**config.mk**
```make
export PLATFORM = sky130hd
export DESIGN_NAME = jt12_wrsched_flat
export DESIGN_NICKNAME = d
export VERILOG_FILES = /design/src/rtl/jt12_wrsched_if.sv /design/src/rtl/jt12_wrsched.sv /design/src/flat_wrapper.sv
export SDC_FILE = /design/constraint.sdc
export NUM_CORES = 1
export LEC_CHECK = 0
export CAP_MARGIN = 20
export CORE_MARGIN = 2
export CORE_UTILIZATION = 25
export CTS_CLUSTER_SIZE = 16
export DETAILED_ROUTE_END_ITERATION = 6
export PLACE_DENSITY = 0.47
export RECOVER_POWER = 100
export SYNTH_ARGS = -nofsm -noshare
export SYNTH_HDL_FRONTEND = slang
export SYNTH_SLANG_ARGS = --single-unit
```
**constraint.sdc**
```tcl
create_clock -name clk -period 2.5 [get_ports clk]
set_input_delay 0.5 -clock clk [delete_from_list [all_inputs] [get_ports clk]]
set_output_delay 0.5 -clock clk [all_outputs]
set_load 0.05 [all_outputs]
```
**src/rtl/jt12_wrsched_if.sv**
```systemverilog
// Bus bundle between the two write requesters, the JT12 chip port and the write scheduler.
// The scheduler connects through the slave modport; the requester/chip side uses master.
interface jt12_wrsched_if #(
   parameter int DEPTH_LOG2 = 2
);
   logic                  a_req;
   logic                  a_part;
   logic [7:0]            a_reg;
   logic [7:0]            a_val;
   logic                  a_ack;
   logic                  b_req;
   logic                  b_part;
   logic [7:0]            b_reg;
   logic [7:0]            b_val;
   logic                  b_ack;
   logic [7:0]            chip_dout;
   logic                  cs_n;
   logic                  wr_n;
   logic [1:0]            addr;
   logic [7:0]            din;
   logic [DEPTH_LOG2:0]   pending;
   logic                  idle;
   logic                  timeout_err;

   modport master (
      output a_req, a_part, a_reg, a_val, b_req, b_part, b_reg, b_val, chip_dout,
      input  a_ack, b_ack, cs_n, wr_n, addr, din, pending, idle, timeout_err
   );

   modport slave (
      input  a_req, a_part, a_reg, a_val, b_req, b_part, b_reg, b_val, chip_dout,
      output a_ack, b_ack, cs_n, wr_n, addr, din, pending, idle, timeout_err
   );
endinterface

```
**src/rtl/jt12_wrsched.sv**
```systemverilog
// JT12 write scheduler: round-robin arbitration of two requesters into a FIFO, then
// address/data strobes to the chip, each followed by a hold and a busy poll.
module jt12_wrsched #(
   parameter int DEPTH_LOG2 = 2,
   parameter int HOLD       = 4,
   parameter int TIMEOUT    = 255
) (
   input  logic           clk,
   input  logic           rst_n,
   input  logic           clk_en,
   jt12_wrsched_if.slave  bus
);
   localparam int DEPTH = 1 << DEPTH_LOG2;
   localparam logic [DEPTH_LOG2:0]   CNT_ZERO  = (DEPTH_LOG2 + 1)'(32'd0);
   localparam logic [DEPTH_LOG2:0]   CNT_ONE   = (DEPTH_LOG2 + 1)'(32'd1);
   localparam logic [DEPTH_LOG2:0]   CNT_FULL  = (DEPTH_LOG2 + 1)'(DEPTH);
   localparam logic [DEPTH_LOG2-1:0] PTR_ONE   = DEPTH_LOG2'(32'd1);
   localparam logic [3:0]            HOLD_LAST = 4'(HOLD - 1);
   localparam logic [7:0]            POLL_LAST = 8'(TIMEOUT - 1);

   typedef enum logic [2:0] {
      IDLE   = 3'd0,
      WR_A   = 3'd1,
      HOLD_A = 3'd2,
      POLL_A = 3'd3,
      WR_D   = 3'd4,
      HOLD_D = 3'd5,
      POLL_D = 3'd6
   } state_t;

   state_t                state_r;
   logic [16:0]           mem_r [DEPTH];
   logic [DEPTH_LOG2-1:0] wr_ptr_r;
   logic [DEPTH_LOG2-1:0] rd_ptr_r;
   logic [DEPTH_LOG2:0]   cnt_r;
   logic                  pref_b_r;
   logic                  a_ack_r;
   logic                  b_ack_r;
   logic [8:0]            work_r;
   logic [3:0]            hold_cnt_r;
   logic [7:0]            poll_cnt_r;
   logic                  cs_n_r;
   logic                  wr_n_r;
   logic [1:0]            addr_r;
   logic [7:0]            din_r;
   logic                  idle_r;
   logic                  timeout_err_r;

   logic                  elig_a_s;
   logic                  elig_b_s;
   logic                  full_s;
   logic                  empty_s;
   logic                  grant_a_s;
   logic                  grant_b_s;
   logic                  push_s;
   logic [16:0]           push_data_s;
   logic [16:0]           head_s;
   logic                  busy_s;
   logic                  poll_done_s;
   logic                  pop_s;
   logic [DEPTH_LOG2:0]   cnt_nxt_s;
   logic                  unused_status_s;

   // Arbitration, FIFO push/pop decisions and next occupancy.
   always_comb begin
      elig_a_s        = bus.a_req & ~a_ack_r;
      elig_b_s        = bus.b_req & ~b_ack_r;
      full_s          = (cnt_r == CNT_FULL);
      empty_s         = (cnt_r == CNT_ZERO);
      grant_a_s       = 1'b0;
      grant_b_s       = 1'b0;
      if (full_s) begin
         grant_a_s = 1'b0;
         grant_b_s = 1'b0;
      end else if (elig_a_s && elig_b_s) begin
         grant_a_s = ~pref_b_r;
         grant_b_s = pref_b_r;
      end else begin
         grant_a_s = elig_a_s;
         grant_b_s = elig_b_s;
      end
      push_s          = grant_a_s | grant_b_s;
      push_data_s     = grant_b_s ? {bus.b_part, bus.b_reg, bus.b_val}
                                  : {bus.a_part, bus.a_reg, bus.a_val};
      head_s          = mem_r[rd_ptr_r];
      busy_s          = bus.chip_dout[7];
      unused_status_s = ^bus.chip_dout[6:0];
      // A poll ends when busy is clear or the poll budget is exhausted.
      poll_done_s     = ~busy_s | (poll_cnt_r == POLL_LAST);
      pop_s           = ~empty_s & ((state_r == IDLE) | ((state_r == POLL_D) & poll_done_s));
      if (push_s && !pop_s) begin
         cnt_nxt_s = cnt_r + CNT_ONE;
      end else if (pop_s && !push_s) begin
         cnt_nxt_s = cnt_r - CNT_ONE;
      end else begin
         cnt_nxt_s = cnt_r;
      end
   end

   // FIFO, arbiter state, transfer FSM and all registered outputs.
   always_ff @(posedge clk or negedge rst_n) begin
      if (!rst_n) begin
         state_r       <= IDLE;
         for (int i = 0; i < DEPTH; i++) mem_r[i] <= 17'd0;
         wr_ptr_r      <= '0;
         rd_ptr_r      <= '0;
         cnt_r         <= CNT_ZERO;
         pref_b_r      <= 1'b0;
         a_ack_r       <= 1'b0;
         b_ack_r       <= 1'b0;
         work_r        <= 9'd0;
         hold_cnt_r    <= 4'd0;
         poll_cnt_r    <= 8'd0;
         cs_n_r        <= 1'b1;
         wr_n_r        <= 1'b1;
         addr_r        <= 2'd0;
         din_r         <= 8'd0;
         idle_r        <= 1'b1;
         timeout_err_r <= 1'b0;
      end else if (clk_en) begin
         a_ack_r    <= grant_a_s;
         b_ack_r    <= grant_b_s;
         cnt_r      <= cnt_nxt_s;
         idle_r     <= 1'b0;
         hold_cnt_r <= 4'd0;
         poll_cnt_r <= 8'd0;
         if (push_s) begin
            mem_r[wr_ptr_r] <= push_data_s;
            wr_ptr_r        <= wr_ptr_r + PTR_ONE;
            pref_b_r        <= grant_a_s;
         end
         if (pop_s) begin
            rd_ptr_r <= rd_ptr_r + PTR_ONE;
            work_r   <= {head_s[16], head_s[7:0]};
         end
         case (state_r)
            IDLE: begin
               if (pop_s) begin
                  state_r <= WR_A;
                  cs_n_r  <= 1'b0;
                  wr_n_r  <= 1'b0;
                  addr_r  <= {head_s[16], 1'b0};
                  din_r   <= head_s[15:8];
               end else begin
                  idle_r  <= (cnt_nxt_s == CNT_ZERO);
               end
            end
            WR_A: begin
               state_r <= HOLD_A;
               cs_n_r  <= 1'b1;
               wr_n_r  <= 1'b1;
            end
            HOLD_A: begin
               if (hold_cnt_r == HOLD_LAST) begin
                  state_r    <= POLL_A;
               end else begin
                  hold_cnt_r <= hold_cnt_r + 4'd1;
               end
            end
            POLL_A: begin
               if (poll_done_s) begin
                  state_r <= WR_D;
                  cs_n_r  <= 1'b0;
                  wr_n_r  <= 1'b0;
                  addr_r  <= {work_r[8], 1'b1};
                  din_r   <= work_r[7:0];
                  if (busy_s) timeout_err_r <= 1'b1;
               end else begin
                  poll_cnt_r <= poll_cnt_r + 8'd1;
               end
            end
            WR_D: begin
               state_r <= HOLD_D;
               cs_n_r  <= 1'b1;
               wr_n_r  <= 1'b1;
            end
            HOLD_D: begin
               if (hold_cnt_r == HOLD_LAST) begin
                  state_r    <= POLL_D;
               end else begin
                  hold_cnt_r <= hold_cnt_r + 4'd1;
               end
            end
            POLL_D: begin
               if (poll_done_s) begin
                  if (busy_s) timeout_err_r <= 1'b1;
                  // Chain straight into the next address strobe when work is queued.
                  if (pop_s) begin
                     state_r <= WR_A;
                     cs_n_r  <= 1'b0;
                     wr_n_r  <= 1'b0;
                     addr_r  <= {head_s[16], 1'b0};
                     din_r   <= head_s[15:8];
                  end else begin
                     state_r <= IDLE;
                     idle_r  <= (cnt_nxt_s == CNT_ZERO);
                  end
               end else begin
                  poll_cnt_r <= poll_cnt_r + 8'd1;
               end
            end
            default: begin
               state_r <= IDLE;
               cs_n_r  <= 1'b1;
               wr_n_r  <= 1'b1;
            end
         endcase
      end
   end

   assign bus.a_ack       = a_ack_r;
   assign bus.b_ack       = b_ack_r;
   assign bus.cs_n        = cs_n_r;
   assign bus.wr_n        = wr_n_r;
   assign bus.addr        = addr_r;
   assign bus.din         = din_r;
   assign bus.pending     = cnt_r;
   assign bus.idle        = idle_r;
   assign bus.timeout_err = timeout_err_r;
endmodule

```
**src/flat_wrapper.sv**
```systemverilog
// flat-port wrapper written by rule: the top's interface ports become plain ports
module jt12_wrsched_flat 
#(
   parameter int DEPTH_LOG2 = 2,
   parameter int HOLD       = 4,
   parameter int TIMEOUT    = 255
)
  (clk, rst_n, clk_en, bus_a_req, bus_a_part, bus_a_reg, bus_a_val, bus_b_req, bus_b_part, bus_b_reg, bus_b_val, bus_chip_dout, bus_a_ack, bus_b_ack, bus_cs_n, bus_wr_n, bus_addr, bus_din, bus_pending, bus_idle, bus_timeout_err);
  jt12_wrsched_if #(.DEPTH_LOG2(DEPTH_LOG2)) bus_i ();
  input  logic clk;
  input  logic rst_n;
  input  logic clk_en;
  input wire logic [$bits(bus_i.a_req)-1:0] bus_a_req;
  input wire logic [$bits(bus_i.a_part)-1:0] bus_a_part;
  input wire logic [$bits(bus_i.a_reg)-1:0] bus_a_reg;
  input wire logic [$bits(bus_i.a_val)-1:0] bus_a_val;
  input wire logic [$bits(bus_i.b_req)-1:0] bus_b_req;
  input wire logic [$bits(bus_i.b_part)-1:0] bus_b_part;
  input wire logic [$bits(bus_i.b_reg)-1:0] bus_b_reg;
  input wire logic [$bits(bus_i.b_val)-1:0] bus_b_val;
  input wire logic [$bits(bus_i.chip_dout)-1:0] bus_chip_dout;
  output wire logic [$bits(bus_i.a_ack)-1:0] bus_a_ack;
  output wire logic [$bits(bus_i.b_ack)-1:0] bus_b_ack;
  output wire logic [$bits(bus_i.cs_n)-1:0] bus_cs_n;
  output wire logic [$bits(bus_i.wr_n)-1:0] bus_wr_n;
  output wire logic [$bits(bus_i.addr)-1:0] bus_addr;
  output wire logic [$bits(bus_i.din)-1:0] bus_din;
  output wire logic [$bits(bus_i.pending)-1:0] bus_pending;
  output wire logic [$bits(bus_i.idle)-1:0] bus_idle;
  output wire logic [$bits(bus_i.timeout_err)-1:0] bus_timeout_err;
  assign bus_i.a_req = bus_a_req;
  assign bus_i.a_part = bus_a_part;
  assign bus_i.a_reg = bus_a_reg;
  assign bus_i.a_val = bus_a_val;
  assign bus_i.b_req = bus_b_req;
  assign bus_i.b_part = bus_b_part;
  assign bus_i.b_reg = bus_b_reg;
  assign bus_i.b_val = bus_b_val;
  assign bus_i.chip_dout = bus_chip_dout;
  assign bus_a_ack = bus_i.a_ack;
  assign bus_b_ack = bus_i.b_ack;
  assign bus_cs_n = bus_i.cs_n;
  assign bus_wr_n = bus_i.wr_n;
  assign bus_addr = bus_i.addr;
  assign bus_din = bus_i.din;
  assign bus_pending = bus_i.pending;
  assign bus_idle = bus_i.idle;
  assign bus_timeout_err = bus_i.timeout_err;
  jt12_wrsched #(.DEPTH_LOG2(DEPTH_LOG2), .HOLD(HOLD), .TIMEOUT(TIMEOUT)) u_core (.clk(clk), .rst_n(rst_n), .clk_en(clk_en), .bus(bus_i));
endmodule
```
==> reports/summary.log <==
INFO  status         run_status=finished with violations
INFO  status         failed_checks=max-capacitance violations, max-slew violations
INFO  global_routing grt_max_degree=58
INFO  sta            timing.fmax=424.4MHz
INFO  worst_setup_path critPathRequiredTime=2.00ns
INFO  worst_setup_path timing.setup.critical_path_class=register to primary output
INFO  clock_tree     cts_made_buffers=17
INFO  route          detail_route.vias_per_cell=4.565
INFO  power          pwr-share-seq=33.3%
INFO  clock_tree     cts.htree.levels=4
INFO  hold_path      worstHoldPathType=register to register
INFO  clock_tree     cts_setup_buffers=0
INFO  floorplan      fp.dieArea=0.02361sqmm
INFO  route          route.vias.total=3,921
INFO  sta            worst_slew_margin_rel=-29.95%
INFO  power          peakVddDrop=526.9uV
INFO  place          place.detailed.hpwl=8613um
INFO  synthesis      edff_count_synth=0
INFO  power          power.share.combinational=38.4%
INFO  sta            report.final.slew_viol_count=36
INFO  route          route.layer.met1.wl=5852um
INFO  route          drc=0
INFO  floorplan      chipHeight=153.7um
INFO  power          p_leak=3.169nW
INFO  sta            setup_total_negative_slack=0ns
INFO  sta            setup_repair_after_global_routing_missed_its_margin=false
INFO  synthesis      yosys_most_used_dff=dfrtp_1
INFO  worst_setup_path cp_num_buf_inv=1
INFO  worst_setup_path worstPathMaxFanout=5
INFO  synthesis      cell_type_with_the_largest_total_area_after_synthesis=dfrtp_1
INFO  route          met2WireLength=6427um
INFO  power          netSwitchingFraction=36.39%
INFO  synthesis      syn_area_per_cell=11.38squm
INFO  sta            min_period_over_period=94.24%
INFO  synthesis      postSynthNetCount=549
INFO  synthesis      largest_cells_by_area_after_synthesis=dfrtp_1 (51%), o21ai_0 (7.0%), mux4_2 (6.8%)
INFO  floorplan      core_area=0.02189sqmm
INFO  clock_tree     cts-root-to-sink-buffers=2
INFO  clock_tree     tritoncts=built
INFO  worst_setup_path max_stage_delay=0.88ns
INFO  hold_path      hold_end=u_core.mem_r[37]
INFO  route          finalWirelength=12,840um
INFO  synthesis      synthCells=492
INFO  global_routing antenna_violations_before_repair=0
INFO  hold_path      hold_startpoint=u_core.mem_r[37]
INFO  clock_tree     ctsRootBufferMaster=clkbuf_16
INFO  worst_setup_path kind_of_capture_point_of_the_worst_setup_path=primary output
INFO  power          net_switching_power_of_the_design=0.003386W
INFO  route          dr.max_layer_used=met4
INFO  global_routing track_usage=11.42%
INFO  clock_tree     ctsHoldBuffers=0
INFO  global_routing first_global_vias=3,998
INFO  finish         antennaDiodeCount=0
INFO  worst_setup_path timing.critical_path.max_delay_family=buffers and inverters
INFO  global_routing global_route.overflow_total=0
INFO  worst_setup_path crit_path_start_kind=register
INFO  run            timing.max_cap.violations=1
INFO  synthesis      synth-warning-count=0
INFO  place          gp_routability_congestion=0.7316
INFO  clock_tree     clk_slew_on_worst_s_h_paths=0.06ns
INFO  clock_tree     worstSkewPairLatency=0.41ns
INFO  power          power_per_cell_area=1302mW/mm^2
INFO  synthesis      fraction_of_registers_with_async_set_reset=100.0%
INFO  route          route.met3.wl=432um
INFO  hold_path      worstHoldPathCells=2
INFO  power          power.clock.fraction=28.4%
INFO  global_routing global_route_wire_length_before_repair=21,330um
INFO  synthesis      synth_seq_cells=115
INFO  worst_setup_path worst_path_max_delay_cell=dlygate4sd3_1
INFO  floorplan      initial_core_util=25.58%
INFO  worst_setup_path worst-r2r-setup-slack=0.24ns
INFO  finish         num-nets-final=623
INFO  route          dr.pass1.iters=6
INFO  worst_setup_path crit_reg_reg_startpoint=u_core.bus.pending[0]
INFO  synthesis      yosys.cell_types.count=53
INFO  worst_setup_path worstReg2RegEnd=u_core.bus.addr[1]
INFO  sta            finalCriticalPeriod=2.356ns
INFO  finish         final_cell_mix=dfrtp_1 (113), nand2_1 (85), o21ai_0 (79)
INFO  worst_setup_path reg2reg_depth=7
INFO  floorplan      num_rows=54
INFO  synthesis      yosys_top_cell_area_share=50.50%
INFO  synthesis      mappedNetlistArea=0.005599sqmm
INFO  sta            fin_worst_skew=0.007135ns
INFO  floorplan      floorplan.die.width=153.7um
INFO  route          postRouteAntennaNets=0
INFO  finish         drive_gt1_share=15.72%
INFO  clock_tree     cts_num_sinks=115
INFO  worst_setup_path worst-endpoint-arrival=1.86ns
INFO  place          port_buffers=58
INFO  sta            worst_pin_slew=1.949ns
INFO  sta            setup_violators_final=0
INFO  route          routedWlPerCell=14.95um
INFO  finish         mostFrequentLayoutCell=dfrtp_1
INFO  worst_setup_path cell_breakdown_of_the_critical_path=dlygate4sd3_1
INFO  floorplan      design.portCount=66
INFO  clock_tree     cts.repair.resized=0
INFO  sta            finalHoldViolCount=0
INFO  route          detailedRoute.firstIterationViolations=187
INFO  power          total_power=0.009303W
INFO  power          cell_internal_pwr=0.005917W
INFO  synthesis      seq_area_frac_synth=51.44%
INFO  finish         area_growth_syn_to_layout=27.58%
-- sequential cells by signal, indices dropped and copies added, names as in the netlist --
name / count
u_core.bus.a_ack: 1
u_core.bus.addr: 2
u_core.bus.b_ack: 1
u_core.bus.din: 8
u_core.bus.idle: 1
u_core.bus.pending: 3
u_core.bus.timeout_err: 1
u_core.bus.wr_n: 1
u_core.hold_cnt_r: 4
u_core.mem_r: 68
u_core.poll_cnt_r: 8
u_core.pref_b_r: 1
u_core.rd_ptr_r: 2
u_core.state_r: 3
u_core.work_r: 9
u_core.wr_ptr_r: 2
-- layout make-up --
class                      count  area (sq um)
clock buffer                  19         442.9
clock inverter                13         200.2
fill                        2226         14750
inverter                      11         41.29
multi-input combinational    339          2459
sequential                   115          2880
tap                          280         350.3
timing repair buffer          82         769.5
-- worst max path at each step --
stage | start | endpoint | slack [ns] | cells past startpoint
2_1_floorplan | u_core.bus.pending[0] | u_core.bus.addr[1] | 0.06 | 7
3_3_place_gp | bus_b_req | u_core.mem_r[2] | 0.14 | 6
3_5_place_dp | bus_b_req | u_core.mem_r[2] | 0.08 | 6
4_1_cts | u_core.bus.pending[1] | u_core.bus.addr[1] | 0.16 | 7
5_1_grt | u_core.bus.pending[1] | u_core.mem_r[6] | 0.04 | 8
6_report | u_core.bus.wr_n | bus_cs_n | 0.14 | 1
-- kinds of logic after synthesis --
kind of cell	count (synthesis)	synth area share, %
AND/OR/NAND/NOR	138	11.26
flip-flops	115	51.44
AO/OA/AOI/OAI	108	11.53
multiplexers	71	18.35
buffers and inverters	38	3.307
XOR/XNOR	12	1.877
adder cells (fa/ha/maj)	10	2.235
-- cells in the mapped netlist, types with 2 or more instances --
| cell | number |
|---|---|
| o211a_1 | 2 |
| dfstp_2 | 2 |
| and3_1 | 2 |
| nor2b_1 | 6 |
| nor2_1 | 17 |
| buf_2 | 4 |
| inv_1 | 11 |
| a31oi_1 | 2 |
| mux2_2 | 14 |
| xnor2_1 | 5 |
| a21oi_1 | 7 |
| ha_1 | 10 |
| nand2_1 | 85 |
| a31o_2 | 2 |
| nand2b_1 | 3 |
| o21ai_0 | 78 |
| dfrtp_1 | 113 |
| nor3_1 | 3 |
| clkbuf_1 | 15 |
| buf_6 | 3 |
| nand3_1 | 9 |
| nand4_1 | 4 |
| nor3b_1 | 2 |
| xor2_1 | 7 |
| buf_4 | 4 |
| mux2i_1 | 22 |
| mux4_2 | 17 |
| o22ai_1 | 2 |
| mux2_4 | 17 |
-- power by group through the flow --
stage	clock, W	sequential (W)	combinational [W]
after floorplan	0	0.00338	0.00249
after global placement	0	0.00309	0.00382
after detailed placement	0	0.00314	0.00389
after CTS	0.00269	0.00312	0.00390
after global routing	0.00277	0.00320	0.00398
final	0.00264	0.00309	0.00357
-- routing by layer --
metal,GRT usage (%),vias up
met4,2.883,0
li1,-,1881
met2,19.32,69
met5,0,-
met1,14.65,1962
met3,2.875,9
-- through the flow --
step	hold WS [ns]	instances	util, %	setup WS, ns	instance area (sq um)
6_report	0.4751	859	32.63	0.1440	7143
5_1_grt	0.4986	859	32.63	0.03765	7143
4_1_cts	0.05700	859	33.15	0.1613	7257
3_5_place_dp	0.4658	827	30.21	0.07888	6614
3_3_place_gp	0.4563	827	30.21	0.1394	6614
2_1_floorplan	0.2044	492	-	0.05841	5599
Power figures use the tool's default switching activity.
